--- src/rtl/lif_timestep_scheduler.sv ---
// lif_timestep_scheduler
// Time-multiplexes one 2-input leaky integrate-and-fire update across
// N_NEURONS neurons. Each start pulse walks neurons 0..N_NEURONS-1: fetch
// operands over rd_req/rd_ack, leak + integrate + saturate, fire or hold,
// then pulse done. Membrane and refractory state live in local registers.
// Optional build macro: LIF_SPIKE_COUNT_EN adds a per-timestep spike counter
// on output spike_cnt.
module lif_timestep_scheduler #(
   parameter int N_NEURONS  = 4,
   parameter int WIDTH      = 8,
   parameter int V_TH       = 10,
   parameter int V_RESET    = 0,
   parameter int LEAK_SHIFT = 4,
   parameter int REFRAC     = 2,
   localparam int IDX_W     = (N_NEURONS > 1) ? $clog2(N_NEURONS) : 1
) (
   input  logic             clk,
   input  logic             reset,
   input  logic             start,
   output logic             busy,
   output logic             rd_req,
   output logic [IDX_W-1:0] rd_idx,
   input  logic             rd_ack,
   input  logic [WIDTH-1:0] weight0,
   input  logic [WIDTH-1:0] weight1,
   input  logic [WIDTH-1:0] data0,
   input  logic [WIDTH-1:0] data1,
   output logic [WIDTH-1:0] v_out,
   output logic             v_valid,
   output logic             spike_valid,
   output logic [IDX_W-1:0] spike_idx,
   output logic             done
`ifdef LIF_SPIKE_COUNT_EN
   ,
   output logic [$clog2(N_NEURONS+1)-1:0] spike_cnt
`endif
);

   // Sum is wide enough for two full products plus the leaked potential.
   localparam int EXT = 2*WIDTH + 2;
   localparam int RW  = (REFRAC > 0) ? $clog2(REFRAC + 1) : 1;
   localparam logic signed [WIDTH-1:0] TH        = WIDTH'(V_TH);
   localparam logic        [WIDTH-1:0] VR        = WIDTH'(V_RESET);
   localparam logic        [RW-1:0]    REFRAC_LD = RW'(REFRAC);
   localparam logic        [IDX_W-1:0] LAST      = IDX_W'(N_NEURONS - 1);

   typedef enum logic [1:0] {S_IDLE, S_FETCH, S_UPDATE, S_DONE} state_t;

   state_t            r_state, w_next;
   logic [IDX_W-1:0]  r_idx;
   logic [WIDTH-1:0]  r_v      [N_NEURONS];
   logic [RW-1:0]     r_refrac [N_NEURONS];
   logic [WIDTH-1:0]  r_w0, r_w1, r_d0, r_d1;

   logic signed [WIDTH-1:0] w_v_cur, w_leak, w_sat, w_v_new;
   logic signed [EXT-1:0]   w_sum;
   logic                    w_ovf, w_in_refrac, w_fire;
   logic [RW-1:0]           w_refrac_new;

   function automatic logic signed [EXT-1:0] sext(input logic [WIDTH-1:0] x);
      return {{(EXT-WIDTH){x[WIDTH-1]}}, x};
   endfunction

   // State register.
   // NOTE: sequential state uses <= so every flop samples pre-edge values.
   always_ff @(posedge clk) begin
      if (!reset) r_state <= S_IDLE;
      else        r_state <= w_next;
   end

   // Next-state logic: start only counts in IDLE, ack only counts in FETCH.
   // NOTE: default assignment first so no path leaves w_next unassigned (no latch).
   always_comb begin
      w_next = r_state;
      case (r_state)
         S_IDLE:   if (start)  w_next = S_FETCH;
         S_FETCH:  if (rd_ack) w_next = S_UPDATE;
         S_UPDATE: w_next = (r_idx == LAST) ? S_DONE : S_FETCH;
         S_DONE:   w_next = S_IDLE;
         default:  w_next = S_IDLE;
      endcase
   end

   // Shared LIF datapath for the neuron currently addressed by r_idx.
   always_comb begin
      w_v_cur = r_v[r_idx];
      w_leak  = w_v_cur >>> LEAK_SHIFT;
      w_sum   = sext(w_v_cur) - sext(w_leak)
              + sext(r_w0) * sext(r_d0) + sext(r_w1) * sext(r_d1);
      // Out of range when the bits above the result sign disagree with it.
      w_ovf   = (w_sum[EXT-1:WIDTH-1] != {(EXT-WIDTH+1){w_sum[EXT-1]}});
      if (w_ovf) w_sat = w_sum[EXT-1] ? {1'b1, {(WIDTH-1){1'b0}}}
                                      : {1'b0, {(WIDTH-1){1'b1}}};
      else       w_sat = w_sum[WIDTH-1:0];
      w_in_refrac  = (r_refrac[r_idx] != '0);
      w_fire       = !w_in_refrac && (w_sat >= TH);
      w_v_new      = (w_in_refrac || w_fire) ? VR : w_sat;
      w_refrac_new = w_in_refrac ? r_refrac[r_idx] - RW'(1)
                                 : (w_fire ? REFRAC_LD : '0);
   end

   // Output decode: everything is a function of state, so reset forces all to 0.
   always_comb begin
      busy        = (r_state != S_IDLE);
      rd_req      = (r_state == S_FETCH);
      rd_idx      = (r_state == S_FETCH)  ? r_idx   : '0;
      v_valid     = (r_state == S_UPDATE);
      spike_valid = (r_state == S_UPDATE) && w_fire;
      spike_idx   = (r_state == S_UPDATE) ? r_idx   : '0;
      v_out       = (r_state == S_UPDATE) ? w_v_new : '0;
      done        = (r_state == S_DONE);
   end

   // Neuron pointer: cleared on start acceptance, advanced after each update.
   always_ff @(posedge clk) begin
      if (!reset)                                   r_idx <= '0;
      else if (r_state == S_IDLE && start)          r_idx <= '0;
      else if (r_state == S_UPDATE && r_idx != LAST) r_idx <= r_idx + IDX_W'(1);
   end

   // Per-neuron membrane and refractory state, written once per UPDATE.
   // NOTE: this array is architectural state that must read V_RESET after
   // reset, so it is reset element by element rather than left uninitialised.
   always_ff @(posedge clk) begin
      if (!reset) begin
         for (int i = 0; i < N_NEURONS; i++) begin
            r_v[i]      <= VR;
            r_refrac[i] <= '0;
         end
      end else if (r_state == S_UPDATE) begin
         r_v[r_idx]      <= w_v_new;
         r_refrac[r_idx] <= w_refrac_new;
      end
   end

   // Operand capture on the handshake.
   // NOTE: no reset here; these are only consumed in the UPDATE cycle that
   // always follows a capture, so their power-up value is never observed.
   always_ff @(posedge clk) begin
      if (r_state == S_FETCH && rd_ack) begin
         r_w0 <= weight0;
         r_d0 <= data0;
         r_w1 <= weight1;
         r_d1 <= data1;
      end
   end

`ifdef LIF_SPIKE_COUNT_EN
   localparam int CNT_W = $clog2(N_NEURONS + 1);
   logic [CNT_W-1:0] r_spike_cnt;

   // Spikes in the current timestep; holds after done until the next start.
   always_ff @(posedge clk) begin
      if (!reset)                              r_spike_cnt <= '0;
      else if (r_state == S_IDLE && start)     r_spike_cnt <= '0;
      else if (r_state == S_UPDATE && w_fire)  r_spike_cnt <= r_spike_cnt + CNT_W'(1);
   end

   assign spike_cnt = r_spike_cnt;
`endif

endmodule

--- config.mk ---
export PLATFORM = sky130hd
export DESIGN_NAME = lif_timestep_scheduler
export DESIGN_NICKNAME = d
export VERILOG_FILES = /design/src/rtl/lif_timestep_scheduler.sv
export SDC_FILE = /design/constraint.sdc
export NUM_CORES = 1
export LEC_CHECK = 0
export BUFFER_PORTS_ARGS = -buffer_cell sky130_fd_sc_hd__clkbuf_2
export CORE_MARGIN = 3
export CORE_UTILIZATION = 65
export DETAILED_ROUTE_END_ITERATION = 6
export HOLD_SLACK_MARGIN = 0.1
export PLACE_DENSITY = 0.82
export SETUP_SLACK_MARGIN = 0.05
export SYNTH_ARGS = -nofsm -noshare
export SYNTH_HDL_FRONTEND = slang
export SYNTH_SLANG_ARGS = --single-unit
--- constraint.sdc ---
create_clock -name clk -period 22.5 [get_ports clk]
set_input_delay 4.5 -clock clk [delete_from_list [all_inputs] [get_ports clk]]
set_output_delay 4.5 -clock clk [all_outputs]
set_load 0.01 [all_outputs]
After elaboration in Yosys (flattened, before gate mapping)

Memory sizes are Yosys's and may differ from the RTL's. A register that Yosys moved wholly into a read port is not among the register bits.
Cells that the tools add are included.
W data, S select, Z words.

$mul: 2
Muxes and demuxes: 26
Bitwise operators: 1
Add/subtract/negate cells: 5
Equality and inequality tests: 8
$lt $le $gt $ge: 1
Reduce and logical (&&, ||, !) cells: 14

Operators by type and width:

| cell                  | number |
|---|---|
| $mux W8               | 5 |
| $mul A8 B8 Y16        | 2 |
| $mux W2               | 14 |
| $add A17 B16 Y18      | 1 |
| $add A9 B16 Y17       | 1 |
| $ne A10 B10 Y1        | 1 |
| $sub A8 B4 Y9         | 1 |
| $ge A8 B5 Y1 const B  | 1 |
| $pmux W2 S4           | 1 |
| $reduce_or A8 Y1      | 1 |
| $eq A2 B2 Y1 const B  | 3 |
| $mux W1               | 6 |
| $logic_and A1 B1 Y1   | 5 |
| $ne A2 B2 Y1 const B  | 2 |
| $reduce_bool A2 Y1    | 2 |
| $reduce_or A2 Y1      | 2 |
| $add A2 B1 Y2 const B | 1 |
| $eq A2 B1 Y1 const B  | 1 |
| $logic_not A2 Y1      | 1 |
| $ne A2 B1 Y1 const B  | 1 |
| $reduce_and A2 Y1     | 1 |
| $sub A2 B1 Y2 const B | 1 |
| $logic_not A1 Y1      | 1 |
| $logic_or A1 B1 Y1    | 1 |
| $not A1 Y1            | 1 |

Flip-flop bits (word level): 36
Memories: 2
Bits in writable memories: 40

Memories:

| memory   | depth | bits a word | read ports | clocked after Yosys merged registers in | write ports | line | source |
|---|---|---|---|---|---|---|---|
| r_v      | 4     | 8           | 1          | 1                                       | 4           | 51   | `logic [WIDTH-1:0] r_v [N_NEURONS];` |
| r_refrac | 4     | 2           | 1          | 1                                       | 4           | 52   | `logic [RW-1:0] r_refrac [N_NEURONS];` |

Longest topological paths before layout

Word-level depth: 10
Depth in mapped cells: 28
Mapped depth without buffers: 24

Least setup slack after synthesis

Ideal clock, no wire load.

Kind: flip-flop to output port
Start: register (tool-made name)
End: output v_out[0]
Path buffers: 4
Path slack: 10.270 ns
Data arrival time: 7.730 ns
Stages on the path, launching flop included: 24
Path through: dfxtp_1 clkbuf_1 mux4_2 fa_1 fa_1 inv_1 fa_1 fa_1 inv_1 fa_1 fa_1 fa_1 ha_1 a21o_1 o21bai_2 a211o_4 mux2i_1 or4_1 or4_1 buf_6 and2_4 buf_6 buf_6 nor2_1

RTL lines:

| what             | line | source |
|---|---|---|
| end: declaration | 28   | `output logic [WIDTH-1:0] v_out,` |

==> run_results.csv <==
group,metric,value,unit
clock_tree,numCtsBuffers,9,
clock_tree,hold_buffers,0,
die,die_area,16400,um^2
logic_synthesis,syn_area_per_cell,11.4,um^2
logic_synthesis,mappedNetlistNets,1120,
die,floorplan.io_pins,53,
sta,unrepaired_setup_endpoints_after_global_routing,"no",
critical_path,endpoint_kind,"primary output",
logic_synthesis,synth_top_family_by_area,"adder cells",
grt,grt_antenna_before_repair,0,
logic_synthesis,number_of_enable_flip_flop_cells_after_synthesis,72,
drt,via_count,6359,
clock_tree,cts_resized,0,
min_path,timing.hold.worst_path_depth,2,
min_path,timing.hold.worst.start,"r_state[0]$_SDFFE_PN0P_",
critical_path,critPathRequiredTime,18.00,ns
sta,final_setup_violation_count,0,
critical_path,crit_path_start_kind,"flip-flop",
placed_design,placement.io_buffers,52,
run,max_cap_viol_count,0,
critical_path,rr_worst_depth,20,
logic_synthesis,synthXorXnorAreaFrac,1.81,%
grt,grt_util_all_layers,26.7,%
logic_synthesis,synth.top_cell.area_share,34.6,%
cells_and_area,final_common_cell,"inv_1",
die,die-width,128,um
critical_path,ff2ff_setup_slack,13.37,ns
drt,routedWlPerCell,18.3,um
min_path,hp-class,"flip-flop to flip-flop",
grt,grt_first_pass_wirelength,33700,um
logic_synthesis,most_used_flip_flop_cell_after_synthesis,"edfxtp_1",
logic_synthesis,synth_area,9670,um^2
logic_synthesis,ys_ff_latch,78,
critical_path,crit_fanout,32,
clock_tree,clk_pin_slew_worst_paths,0.06,ns
clock_tree,clkLatencyLatePin,0.35,ns
sta,finalClockSkew,0.00545,ns
drt,drt_pre_antenna_iters,5,
cells_and_area,num_antenna_cells,0,
logic_synthesis,netlist.top_cell.by_area,"fa_1",
critical_path,cp_data_arrival_time,9.09,ns
sta,final_period_util,60.4,%
grt,grt_overflow,0,
clock_tree,clkSinkCount,78,
status,run_status,"finished clean",
cells_and_area,postLayoutCoreUtil,72.8,%
drt,final_antenna_net_count,0,
sta,whs,0.593,ns
placed_design,detailed_place_hpwl,15800,um
clock_tree,cts_setup_buffers,0,
clock_tree,tritoncts_clock_tree,"done",
die,fp.coreArea,14200,um^2
drt,via_per_inst,5.90,
logic_synthesis,share_of_synthesized_area_spent_on_multiplexers,2.76,%
clock_tree,cts_buffer_depth,2,
sta,tightestPinTransition,0.912,ns
cells_and_area,synthesis_to_finish_area_growth,6.89,%
logic_synthesis,adder_and_majority_cell_fraction_of_the_synthesized_area,43.6,%
clock_tree,cts-root-buf,"clkbuf_16",
min_path,timing.hold.worst_endpoint,"r_state[0]$_SDFFE_PN0P_",
sta,timing.final.max_slew_violations,0,
clock_tree,htree_num_levels,3,
sta,setup_tns,0,ns
logic_synthesis,yosysWarningCount,0,
placed_design,routabilityCongestion,0.882,
sta,timing.slew.headroom,39.2,%
die,die_h,128,um
die,num_rows,43,
drt,drt_drc_violations_left,0,
cells_and_area,nNetsFinal,1165,
drt,drt-initial-drc-count,484,
logic_synthesis,syn-instance-count,847,
drt,routed_wl,19700,um
die,start_util,68.1,%
cells_and_area,final_cell_mix,"inv_1 (169), fa_1 (167), edfxtp_1 (72)",
sta,timing.fmax,0.0736,GHz
critical_path,worstReg2RegEnd,"r_v[3][6]$_DFFE_PP_",
critical_path,critical_path_class,"flip-flop to primary output",
sta,timing_hold_violations_final,0,
logic_synthesis,ys_seq_area_share,23.6,%
cells_and_area,drive_above_1_share,11.4,%
logic_synthesis,asyncSetResetFlopFracSynth,0,%
logic_synthesis,area_contributors_post_synth,"fa_1 (35%), edfxtp_1 (22%), ha_1 (9.1%), inv_1 (6.6%), and2_1 (4.5%)",
grt,number_of_global_route_vias_before_repair,6820,
logic_synthesis,post_synth_and_or_nand_nor_area_fraction,12.8,%
cells_and_area,layout_filler_cell_count,998,
grt,largest_net_degree_at_the_start_of_global_routing,38,
logic_synthesis,ys_types,65,
logic_synthesis,share_of_the_synthesized_area_in_compound_gates_ao_oa_aoi_oai,7.10,%
sta,min_period,13.59,ns
## how the worst max path moves through the flow
| stage | slack (ns) | to | cells after the start |
|---|---|---|---|
| 3_3_place_gp | 9.56 | v_out[1] | 21 |
| 2_1_floorplan | 10.27 | v_out[0] | 23 |
| 5_1_grt | 8.47 | v_out[1] | 21 |
| 6_report | 8.91 | v_out[2] | 21 |
| 3_5_place_dp | 9.42 | v_out[2] | 21 |
| 4_1_cts | 8.96 | v_out[2] | 21 |
## kinds of logic after synthesis
| family | after synthesis |
|---|---|
| muxes | 14 |
| DFF | 78 |
| buffers and inverters | 188 |
| AOI/OAI and AO/OA | 76 |
| adders and majority gates | 237 |
| and+or+nand+nor | 234 |
| xor gates and xnor gates | 20 |
## worst max-delay path, cell delays in order, from the launching register on
cell	delay [ns]
dfxtp_1	0.79
mux4_2	0.75
inv_1	0.42
fa_1	0.52
fa_1	0.47
fa_1	0.51
fa_1	0.43
fa_1	0.49
inv_1	0.05
fa_1	0.49
inv_1	0.05
ha_1	0.27
ha_1	0.38
and3_1	0.26
a221oi_1	0.58
o221a_2	0.36
a21oi_2	0.07
xnor2_1	0.70
or4_1	0.51
and2_4	0.45
nor2_1	0.09
clkbuf_2	0.13
## per-stage QoR
stage | std cells | instance area, um^2 | worst slack [ns]
after floorplan | 847 | 9670 | 10.27
after global placement | 1061 | 10000 | 9.56
after detailed placement | 1061 | 10000 | 9.42
after CTS | 1077 | 10300 | 8.96
after global routing | 1077 | 10300 | 8.47
final | 1077 | 10300 | 8.91
## routing by layer
metal / GRT usage (%) / wire length (um) / vias to the layer above
met5: 0 / 0 / -
met4: 10.9 / 765 / 0
met3: 6.00 / 1460 / 62
met2: 41.4 / 9680 / 289
met1: 37.0 / 7810 / 3183
li1: - / - / 2825
## cell usage after synthesis (all sizes together), types with 5 or more instances
library cell  count
inv             169
fa              167
edfxtp           72
and2             71
ha               70
nand2            68
nor2             33
o31a             28
nand2b           15
xnor2            15
buf              14
a21oi            11
nor2b            11
mux4             10
dfxtp             6
o21ai             6
a2111oi           5
a21o              5
clkbuf            5
nand3             5
nor3              5
xor2              5
## registers in the layout, indices dropped and copies added (netlist names), named ones only
name and cells:
r_refrac 8, r_idx 2, r_d1 8, r_state 2, r_w1 8, r_d0 8
r_v 32, r_w0 8
## area by class of cell
cell class	count	area (um^2)	share of cell area (%)
Clock buffer	9	225	2.18
Clock inverter	7	105	1.02
Inverter	169	634	6.14
Multi-Input combinational cell	581	6600	63.8
Sequential cell	78	2280	22.1
Tap cell	180	225	2.18
Timing Repair Buffer	53	268	2.59
Power is left out: the tool's default activity adds up to more than one toggle a clock period on the data nets, which glitch-free logic cannot reach.
